===== config.mk =====
export PLATFORM = sky130hd
export DESIGN_NAME = id_ex_stage
export DESIGN_NICKNAME = d
export VERILOG_FILES = /design/src/rtl/id_ex_stage.sv
export SDC_FILE = /design/constraint.sdc
export NUM_CORES = 1
export LEC_CHECK = 0
export ABC_AREA = 1
export BUFFER_PORTS_ARGS = -buffer_cell sky130_fd_sc_hd__buf_4
export CELL_PAD_IN_SITES_DETAIL_PLACEMENT = 1
export CELL_PAD_IN_SITES_GLOBAL_PLACEMENT = 2
export CORE_MARGIN = 2
export CORE_UTILIZATION = 24
export CTS_BUF_LIST = sky130_fd_sc_hd__clkbuf_8 sky130_fd_sc_hd__clkbuf_16
export DETAILED_ROUTE_END_ITERATION = 16
export HOLD_SLACK_MARGIN = 0.06
export PLACE_DENSITY_LB_ADDON = 0.2
export SLEW_MARGIN = 20
export SYNTH_ARGS = -nofsm -noshare
export SYNTH_HDL_FRONTEND = slang
export SYNTH_SLANG_ARGS = --single-unit

===== constraint.sdc =====
create_clock -name clk -period 1.7 [get_ports clk]
set_input_delay 0.085 -clock clk [delete_from_list [all_inputs] [get_ports clk]]
set_output_delay 0.085 -clock clk [all_outputs]
set_load 0.01 [all_outputs]

===== src/rtl/id_ex_stage.sv =====
// id_ex_stage: ID/EX pipeline register with decode and operand forwarding.
//
// Captures one decoded instruction per clock. On capture it resolves the rs/rt
// source operands against the EX/MEM and MEM/WB forwarding paths, translates
// the opcode/funct pair into a 4-bit ALU op, and builds the two ALU operands.
// Every output is a register, so results appear one cycle after capture.
//
// Ports
//   clk, reset                 clock and synchronous active-high reset
//   in_valid, stall, flush     stage control (reset > flush > stall > capture)
//   opcode, funct, shamt_in,   instruction fields from decode
//   imm16, rs/rt/rd_addr
//   rs_data, rt_data           register-file read values
//   ex_mem_*, mem_wb_*         forwarding sources (write enable, dest, value)
//   first, second, op, shamt   ALU operands and operation
//   dest, reg_write            write-back register and enable
//   mem_read, mem_write,       memory controls and store value
//   store_data
//   out_valid                  stage holds a real instruction
//   illegal                    one-cycle pulse when an unknown encoding was seen
module id_ex_stage (
    input  logic        clk,
    input  logic        reset,
    input  logic        in_valid,
    input  logic        stall,
    input  logic        flush,
    input  logic [5:0]  opcode,
    input  logic [5:0]  funct,
    input  logic [4:0]  shamt_in,
    input  logic [15:0] imm16,
    input  logic [4:0]  rs_addr,
    input  logic [4:0]  rt_addr,
    input  logic [4:0]  rd_addr,
    input  logic [31:0] rs_data,
    input  logic [31:0] rt_data,
    input  logic        ex_mem_wr,
    input  logic [4:0]  ex_mem_rd,
    input  logic [31:0] ex_mem_result,
    input  logic        mem_wb_wr,
    input  logic [4:0]  mem_wb_rd,
    input  logic [31:0] mem_wb_result,
    output logic [31:0] first,
    output logic [31:0] second,
    output logic [3:0]  op,
    output logic [4:0]  shamt,
    output logic [4:0]  dest,
    output logic        reg_write,
    output logic        mem_read,
    output logic        mem_write,
    output logic [31:0] store_data,
    output logic        out_valid,
    output logic        illegal
);

    localparam logic [3:0] OP_AND = 4'b0000;
    localparam logic [3:0] OP_OR  = 4'b0001;
    localparam logic [3:0] OP_ADD = 4'b0010;
    localparam logic [3:0] OP_SUB = 4'b0110;
    localparam logic [3:0] OP_SLT = 4'b0111;
    localparam logic [3:0] OP_NOR = 4'b1100;
    localparam logic [3:0] OP_SLL = 4'b1101;
    localparam logic [3:0] OP_SRL = 4'b1110;

    // ------------------------------------------------------------------
    // Operand forwarding: index 0 is rs, index 1 is rt. The nearer stage
    // (EX/MEM) wins over MEM/WB; register 0 is never forwarded.
    // ------------------------------------------------------------------
    logic [4:0]  src_addr [2];
    logic [31:0] src_data [2];
    logic [31:0] fwd_val  [2];

    assign src_addr[0] = rs_addr;
    assign src_addr[1] = rt_addr;
    assign src_data[0] = rs_data;
    assign src_data[1] = rt_data;

    genvar gi;
    generate
        for (gi = 0; gi < 2; gi++) begin : g_fwd
            always_comb begin
                if (src_addr[gi] == 5'd0)
                    fwd_val[gi] = src_data[gi];
                else if (ex_mem_wr && (ex_mem_rd == src_addr[gi]))
                    fwd_val[gi] = ex_mem_result;
                else if (mem_wb_wr && (mem_wb_rd == src_addr[gi]))
                    fwd_val[gi] = mem_wb_result;
                else
                    fwd_val[gi] = src_data[gi];
            end
        end
    endgenerate

    // ------------------------------------------------------------------
    // Decode of the instruction currently at the inputs.
    // ------------------------------------------------------------------
    logic [31:0] imm_sext;
    logic [31:0] imm_zext;
    logic        dec_legal;
    logic [31:0] first_next;
    logic [31:0] second_next;
    logic [3:0]  op_next;
    logic [4:0]  shamt_next;
    logic [4:0]  dest_next;
    logic        reg_write_next;
    logic        mem_read_next;
    logic        mem_write_next;
    logic [31:0] store_data_next;

    assign imm_sext = {{16{imm16[15]}}, imm16};
    assign imm_zext = {16'd0, imm16};

    always_comb begin
        dec_legal       = 1'b1;
        first_next      = fwd_val[0];
        second_next     = fwd_val[1];
        op_next         = OP_ADD;
        shamt_next      = 5'd0;
        dest_next       = 5'd0;
        reg_write_next  = 1'b0;
        mem_read_next   = 1'b0;
        mem_write_next  = 1'b0;
        store_data_next = 32'd0;

        case (opcode)
            6'h00: begin
                dest_next      = rd_addr;
                reg_write_next = 1'b1;
                case (funct)
                    6'h20, 6'h21: op_next = OP_ADD;
                    6'h22, 6'h23: op_next = OP_SUB;
                    6'h24:        op_next = OP_AND;
                    6'h25:        op_next = OP_OR;
                    6'h27:        op_next = OP_NOR;
                    6'h2A:        op_next = OP_SLT;
                    6'h00, 6'h02: begin
                        // Shifts operate on rt; the amount travels separately.
                        op_next     = (funct == 6'h00) ? OP_SLL : OP_SRL;
                        first_next  = fwd_val[1];
                        second_next = 32'd0;
                        shamt_next  = shamt_in;
                    end
                    default:      dec_legal = 1'b0;
                endcase
            end
            6'h08, 6'h09: begin
                op_next = OP_ADD; second_next = imm_sext;
                dest_next = rt_addr; reg_write_next = 1'b1;
            end
            6'h0A: begin
                op_next = OP_SLT; second_next = imm_sext;
                dest_next = rt_addr; reg_write_next = 1'b1;
            end
            6'h0C: begin
                op_next = OP_AND; second_next = imm_zext;
                dest_next = rt_addr; reg_write_next = 1'b1;
            end
            6'h0D: begin
                op_next = OP_OR; second_next = imm_zext;
                dest_next = rt_addr; reg_write_next = 1'b1;
            end
            6'h23: begin
                op_next = OP_ADD; second_next = imm_sext;
                dest_next = rt_addr; reg_write_next = 1'b1;
                mem_read_next = 1'b1;
            end
            6'h2B: begin
                op_next = OP_ADD; second_next = imm_sext;
                mem_write_next = 1'b1; store_data_next = fwd_val[1];
            end
            6'h04: begin
                // Branch compare: rs - rt, no register result.
                op_next = OP_SUB;
            end
            default: dec_legal = 1'b0;
        endcase

        // Writes to register 0 are discarded.
        if (dest_next == 5'd0)
            reg_write_next = 1'b0;
    end

    // ------------------------------------------------------------------
    // Stage register.
    // ------------------------------------------------------------------
    logic [31:0] first_reg;
    logic [31:0] second_reg;
    logic [3:0]  op_reg;
    logic [4:0]  shamt_reg;
    logic [4:0]  dest_reg;
    logic        reg_write_reg;
    logic        mem_read_reg;
    logic        mem_write_reg;
    logic [31:0] store_data_reg;
    logic        out_valid_reg;
    logic        illegal_reg;

    logic capture;
    logic make_bubble;

    assign capture     = !reset && !flush && !stall && in_valid && dec_legal;
    assign make_bubble = reset || flush || (!stall && !capture);

    always_ff @(posedge clk) begin
        if (make_bubble) begin
            first_reg      <= 32'd0;
            second_reg     <= 32'd0;
            op_reg         <= OP_ADD;
            shamt_reg      <= 5'd0;
            dest_reg       <= 5'd0;
            reg_write_reg  <= 1'b0;
            mem_read_reg   <= 1'b0;
            mem_write_reg  <= 1'b0;
            store_data_reg <= 32'd0;
            out_valid_reg  <= 1'b0;
        end else if (capture) begin
            first_reg      <= first_next;
            second_reg     <= second_next;
            op_reg         <= op_next;
            shamt_reg      <= shamt_next;
            dest_reg       <= dest_next;
            reg_write_reg  <= reg_write_next;
            mem_read_reg   <= mem_read_next;
            mem_write_reg  <= mem_write_next;
            store_data_reg <= store_data_next;
            out_valid_reg  <= 1'b1;
        end
        // Illegal only flags an unknown encoding that would otherwise have
        // been captured; reset, flush and stall all suppress it.
        illegal_reg <= !reset && !flush && !stall && in_valid && !dec_legal;
    end

    assign first      = first_reg;
    assign second     = second_reg;
    assign op         = op_reg;
    assign shamt      = shamt_reg;
    assign dest       = dest_reg;
    assign reg_write  = reg_write_reg;
    assign mem_read   = mem_read_reg;
    assign mem_write  = mem_write_reg;
    assign store_data = store_data_reg;
    assign out_valid  = out_valid_reg;
    assign illegal    = illegal_reg;

endmodule

==> run_results.csv, run 1 <==
group,metric,value,unit
final_layout,final_layout_size_suffix_gt1_share,25.6,%
worst_hold_path,hp-start,"rs_data[19]",
flow_run,max_cap_violations,0,
clock_tree,clock_path_buffers,2,
logic_synthesis,seq_area_frac_synth,27.1,%
clock_tree,numCtsBuffers,17,
die,dieArea,0.0369,mm^2
route,viasPerCell,4.50,
route,wl_per_cell,17.2,um
setup_path,arrival,1870,ps
clock_tree,h-tree-depth,4,
clock_tree,clkTransAtPathRegs,60,ps
sta,final.setup_skew,0,ps
logic_synthesis,synth_top_area_cell,"dfxtp_1",
sta,rsz0062_at_grt,"false",
route,drc,0,
logic_synthesis,synth_nets,1752,
global_routing,groute.usage.overall,22.4,%
die,die_y,192,um
route,met1_length,19200,um
sta,relSlewSlack,71.5,%
setup_path,timing.rr.start,"store_data[11]$_SDFFE_PP0P_",
logic_synthesis,synth.top_cells.by_area,"dfxtp_1, nand2_1, nor2_1",
logic_synthesis,netlist_instances,1559,
placed_design,place_ws,-120,ps
logic_synthesis,synth_top_cell_area_share,27.1,%
global_routing,grt_pass1_vias,11300,
final_layout,syn2layout_area_growth,54.5,%
logic_synthesis,synth_cell_type_count,28,
sta,min_period,1550,ps
setup_path,rrSetupSlack,870,ps
logic_synthesis,syn-cell-area,0.00849,mm^2
final_layout,nets,2123,
sta,report.final.slew_viol_count,0,
sta,tightest_slew,427,ps
placed_design,gp_congestion,0.873,
die,num_rows,68,
sta,timing.fmax,644,MHz
worst_hold_path,hold_end,"first[19]$_SDFFE_PP0P_",
clock_tree,cts_sinks,115,
sta,finalSetupViolCount,0,
final_layout,regArea,0.00230,mm^2
route,dr.pass1.iters,6,
global_routing,antenna_found_initial,7,
route,postRouteAntennaNets,0,
setup_path,crit_fanout,18,
setup_path,start_kind,"input port",
worst_hold_path,hold_path.class,"input port to register",
placed_design,portBuffers,307,
die,start_util,24.5,%
sta,finalCritPeriodShare,91.4,%
global_routing,grt_max_degree,65,
logic_synthesis,synth-seq-cells,115,
global_routing,gr-total-overflow,0,
route,highest_layer,"met5",
route,met3_length,2350,um
final_layout,post-route-util,37.8,%
setup_path,path_class,"input port to register",
setup_path,critical_path.reg2reg.endpoint,"store_data[11]$_SDFFE_PP0P_",
die,die_w,192,um
power_and_ir_drop,p_per_area,610,mW/mm^2
run_status,outcome,"completed",
power_and_ir_drop,peakVddDrop,701,uV
setup_path,cp.required,2010,ps
clock_tree,clk_latency,420,ps
global_routing,grt_pass1_wl,62700,um
route,num_vias,10800,
die,io_pins,308,
final_layout,nFillCells,4614,
die,design.core.area,0.0347,mm^2
setup_path,reg2regPathDepth,3,
sta,setup_slack,147,ps
worst_hold_path,hold_depth,5,
route,met2_length,19200,um
clock_tree,clock-root-buffer,"clkbuf_16",
route,wirelength,41300,um
sta,hold_viol,0,
placed_design,place_hpwl,32000,um
logic_synthesis,synth_warnings,0,
logic_synthesis,syn_avg_cell_area,5.45,um^2
power_and_ir_drop,p_leak,6.95,nW
final_layout,multi_input_area,0.00496,mm^2
setup_path,endpoint_kind,"register",
clock_tree,cts_tree,"yes",
route,drtIter0Drc,447,
==> report_power, final <==
part / total (mW) / internal [mW] / leakage, nW / switching [mW]
combinational: 1.56 / 0.691 / 5.75 / 0.872
clock: 3.72 / 2.21 / 0.273 / 1.50
sequential: 2.72 / 2.71 / 0.927 / 0.00986
total: 8.00 / 5.61 / 6.95 / 2.39
==> cell usage in the layout, fill, tap and decap left out, types with 2 or more instances in the layout <==
cell,count
o21ai_2,10
o21ai_0,53
nand3_2,4
inv_1,220
bufinv_16,2
nor2_1,347
nor2_4,6
clkinv_4,3
nand2_2,2
nor3_4,2
buf_4,383
diode_2,4
dlygate4sd3_1,26
clkbuf_16,18
clkinvlp_4,6
a21boi_0,32
a21oi_1,67
o21ai_1,26
nand4_1,37
inv_2,14
nand2_1,406
nand3_1,114
dfxtp_1,115
buf_12,32
nor2_2,7
==> cell type report <==
type                            instances  share of cell area, %
Tap cell                              455                   4.34
Sequential cell                       115                   17.5
Timing Repair Buffer                  442                   29.0
Clock inverter                         14                   1.19
Antenna cell                            4                 0.0763
Multi-Input combinational cell       1119                   37.8
Inverter                              235                   6.72
Clock buffer                           18                   3.35
==> critical path, stage by stage <==
cell,delay [ps]
dlygate4sd3_1,530
buf_4,130
nor2_1,120
nand3_1,130
inv_2,140
nand2_2,90
inv_2,90
buf_12,160
buf_12,160
nand2_1,70
nor2_2,120
nor2_1,40
==> Yosys cell counts, drive strengths merged <==
master	count
dfxtp	115
nor4	1
a21boi	32
clkinv	2
o21ai	89
nor3	4
a22oi	1
buf	43
nand2	409
inv	233
clkbuf	47
nand3	118
nand4	37
nor2	361
a21oi	67
==> routing by layer <==
| metal | GRT usage (%) | vias to the layer above |
|---|---|---|
| met5 | 0 | - |
| met4 | 5.58 | 6 |
| met3 | 4.57 | 30 |
| met2 | 37.3 | 209 |
| met1 | 29.6 | 5038 |
| li1 | - | 5524 |
==> worst max path at each step <==
stage	to	slack, ps	startpoint
detailed placement	store_data[31]$_SDFFE_PP0P_	-120	rt_addr[4]
finish	first[27]$_SDFFE_PP0P_	150	reset
global route	first[26]$_SDFFE_PP0P_	10	reset
global placement	store_data[31]$_SDFFE_PP0P_	-100	rt_addr[4]
CTS	first[27]$_SDFFE_PP0P_	90	reset
floorplan	second[22]$_SDFFE_PP0P_	240	funct[2]
==> timing repair <==
action,CTS,global route
endpoints found under the hold margin,25,0
hold buffers,26,0
setup endpoints to repair,0,37
resized for setup,0,3
setup buffers,0,1
==> metrics by stage <==
step | hold slack [ps] | total power [mW] | cell area (um^2) | instances | setup TNS (ps)
floorplan | 246 | 3.40 | 8490 | 1559 | 0
global placement | 362 | 4.29 | 12200 | 2338 | -4210
detailed placement | 371 | 4.30 | 12200 | 2338 | -7330
CTS | 64.9 | 8.10 | 13100 | 2396 | 0
global route | 88.3 | 8.36 | 13100 | 2402 | 0
finish | 73.8 | 8.00 | 13100 | 2402 | 0
==> logic make-up (layout without fill, tap and decap cells) <==
kind of cell | Yosys count | count (layout) | synth area share [%]
AND/OR/NAND/NOR | 930 | 930 | 44.9
flip-flops | 115 | 115 | 27.1
other | 0 | 4 | 0
AO/OA/AOI/OAI | 189 | 189 | 12.6
buffers and inverters | 325 | 709 | 15.4
Note: power is estimated with default switching activity, not from simulation.
==> run 2, diff against run 1 <==
--- a/config.mk
+++ b/config.mk
@@ -7,10 +7,8 @@
 export LEC_CHECK = 0
 export ABC_AREA = 1
 export BUFFER_PORTS_ARGS = -buffer_cell sky130_fd_sc_hd__buf_4
-export CELL_PAD_IN_SITES_DETAIL_PLACEMENT = 1
-export CELL_PAD_IN_SITES_GLOBAL_PLACEMENT = 2
 export CORE_MARGIN = 2
-export CORE_UTILIZATION = 24
+export CORE_UTILIZATION = 50
 export CTS_BUF_LIST = sky130_fd_sc_hd__clkbuf_8 sky130_fd_sc_hd__clkbuf_16
 export DETAILED_ROUTE_END_ITERATION = 16
 export HOLD_SLACK_MARGIN = 0.06
==> run 2 against run 1 <==
Effect of this change:
- wire length shrank 21%
- core utilization grew 37 points
- sequential power is essentially flat
- sequential cell count is the same
- combinational power shrank 7%
- cell count shrank 11%
- largest cell class unchanged
- register-to-register slack lost 190 ps
- via count grew 3.0%
- clock power grew 3%
- global-route usage grew 13 points
==> run_results.csv, run 2 (synthesis results as in run 1) <==
group,metric,value,unit
setup_path,crit_fanout,13,
final_layout,diodes,0,
clock_tree,cts_sinks,115,
global_routing,grt_pass1_wl,51000,um
global_routing,antenna_found_initial,0,
sta,final.setup_skew,0,ps
die,dieArea,0.0180,mm^2
setup_path,cp.required,2020,ps
final_layout,finalNonFillerCells,2131,
run_status,outcome,"completed",
sta,report.final.slew_viol_count,0,
clock_tree,numCtsBuffers,17,
placed_design,post-place-cells,2060,
route,postRouteAntennaNets,0,
sta,hold_viol,0,
sta,tightest_slew,388,ps
placed_design,dpl-instance-area,0.0114,mm^2
die,start_util,51.2,%
route,wirelength,32800,um
clock_tree,clock-root-buffer,"clkbuf_16",
final_layout,final_cell_mix,"nand2_1, buf_4, nor2_1",
setup_path,path_cells,"dlygate4sd3_1 -> buf_4 -> nor2_1 -> nand3_1 -> inv_1 -> nand2_2 -> buf_4 -> nor2_8 -> buf_4 -> o21ai_2 -> nand2_1 -> inv_1",
flow_run,max_cap_violations,0,
setup_path,crit_buf_inv,6,
global_routing,groute.usage.overall,35.4,%
power_and_ir_drop,p_per_area,646,mW/mm^2
route,num_vias,11100,
final_layout,final_common_cell,"nand2_1",
clock_tree,h-tree-depth,4,
setup_path,slowest_stage,"dlygate4sd3_1",
global_routing,gr-total-overflow,0,
setup_path,arrival,1950,ps
final_layout,post-route-cell-area,0.0124,mm^2
placed_design,gp_congestion,0.942,
worst_hold_path,hold_end,"first[8]$_SDFFE_PP0P_",
route,viasPerCell,5.22,
sta,finalSetupViolCount,0,
route,dr.pass1.iters,6,
clock_tree,clkTransAtPathRegs,60,ps
sta,finalCritPeriodShare,95.7,%
die,die_w,134,um
clock_tree,clock_path_buffers,2,
placed_design,portBuffers,307,
setup_path,endpoint_kind,"register",
die,num_rows,47,
placed_design,place_hpwl,23500,um
route,drc,0,
sta,finalSetupTns,0,ps
setup_path,reg2regPathDepth,4,
die,design.core.area,0.0166,mm^2
setup_path,path_class,"input port to register",
die,io_pins,308,
setup_path,cpMostUsedCell,"buf_4",
worst_hold_path,hp-start,"rs_data[8]",
final_layout,syn2layout_area_growth,46.0,%
sta,rsz0062_at_grt,"true",
final_layout,nets,2091,
worst_hold_path,hold_path.class,"input port to register",
setup_path,start_kind,"input port",
sta,min_period,1630,ps
global_routing,grt_max_degree,47,
sta,timing.fmax,614,MHz
sta,relSlewSlack,73.8,%
worst_hold_path,hold_depth,5,
route,drtIter0Drc,989,
clock_tree,clk_latency,420,ps
power_and_ir_drop,peakVddDrop,699,uV
global_routing,grt_pass1_vias,10400,
clock_tree,cts_tree,"yes",
final_layout,final_layout_size_suffix_gt1_share,23.7,%
setup_path,timing.rr.start,"second[21]$_SDFFE_PP0P_",
setup_path,slowest_delay,530,ps
die,die_y,134,um
route,wl_per_cell,15.4,um
power_and_ir_drop,p_leak,6.75,nW
setup_path,rrSetupSlack,680,ps
setup_path,cp_top_family,"buffers and inverters",
setup_path,critical_path.reg2reg.endpoint,"second[21]$_SDFFE_PP0P_",
run 2: cell types whose count changed in the layout (fill, tap and decap cells not counted), sizes merged:
| cell | previous run | this run |
|---|---|---|
| buf | 415 | 378 |
| dlygate4sd3 | 26 | 32 |
| clkinvlp | 6 | 1 |
| diode | 4 | 0 |
| inv | 236 | 239 |
| clkbuf | 19 | 17 |
| clkinv | 5 | 7 |
| bufinv | 2 | 3 |
run 2: through the flow:
stage | hold WS [ps] | power [mW] | worst slack (ps) | utilization (%)
3_5_place_dp | 369 | 4.13 | -135 | 68.8
6_report | 64.2 | 8.01 | 72.4 | 74.8
3_3_place_gp | 358 | 4.12 | -30.3 | 68.8
5_1_grt | 90.8 | 8.26 | -40.3 | 74.8
2_1_floorplan | 246 | 3.40 | 237 | -
4_1_cts | 61.6 | 7.97 | 102 | 74.4
run 2: layer usage:
| layer | track usage (%) | share of wire [%] | vias up |
|---|---|---|---|
| li1 | - | - | 5466 |
| met1 | 44.3 | 40 | 4937 |
| met2 | 59.8 | 46 | 646 |
| met3 | 6.80 | 9.6 | 81 |
| met4 | 14.3 | 3.5 | 0 |
| met5 | 0 | 0 | - |
run 2: final cells by class:
type / count / area [um^2]
Timing Repair Buffer: 410 / 3400
Clock inverter: 15 / 194
Clock buffer: 17 / 425
Fill cell: 1429 / 4190
Inverter: 235 / 882
Multi-Input combinational cell: 1119 / 4920
Sequential cell: 115 / 2300
Tap cell: 220 / 275
run 2: where the power goes:
part | internal, mW | total (mW) | switching, mW
Clock | 2.34 | 3.83 | 1.49
Sequential | 2.71 | 2.72 | 0.0103
Combinational | 0.641 | 1.45 | 0.811
Total | 5.70 | 8.01 | 2.31
run 2: worst min-delay path, stage by stage:
cell and delay, ps:
buf_4 110, nand2_1 50, a21oi_1 60, nor2_1 90
nor2_1 40
run 2: how the worst max path moves through the flow:
| stage | startpoint | to | slack [ps] | depth (start not counted) |
|---|---|---|---|---|
| 2_1_floorplan | funct[2] | second[22]$_SDFFE_PP0P_ | 240 | 14 |
| 3_3_place_gp | opcode[5] | second[19]$_SDFFE_PP0P_ | -30 | 14 |
| 3_5_place_dp | opcode[5] | second[17]$_SDFFE_PP0P_ | -140 | 14 |
| 4_1_cts | reset | store_data[10]$_SDFFE_PP0P_ | 100 | 11 |
| 5_1_grt | reset | store_data[5]$_SDFFE_PP0P_ | -40 | 11 |
| 6_report | reset | second[29]$_SDFFE_PP0P_ | 70 | 12 |
run 2: timing repair:
item,CTS,global route
gates resized for setup,0,0
endpoints found under the hold margin,31,0
buffers inserted,0,7
endpoints found under the setup margin,0,10
hold buffers,32,0
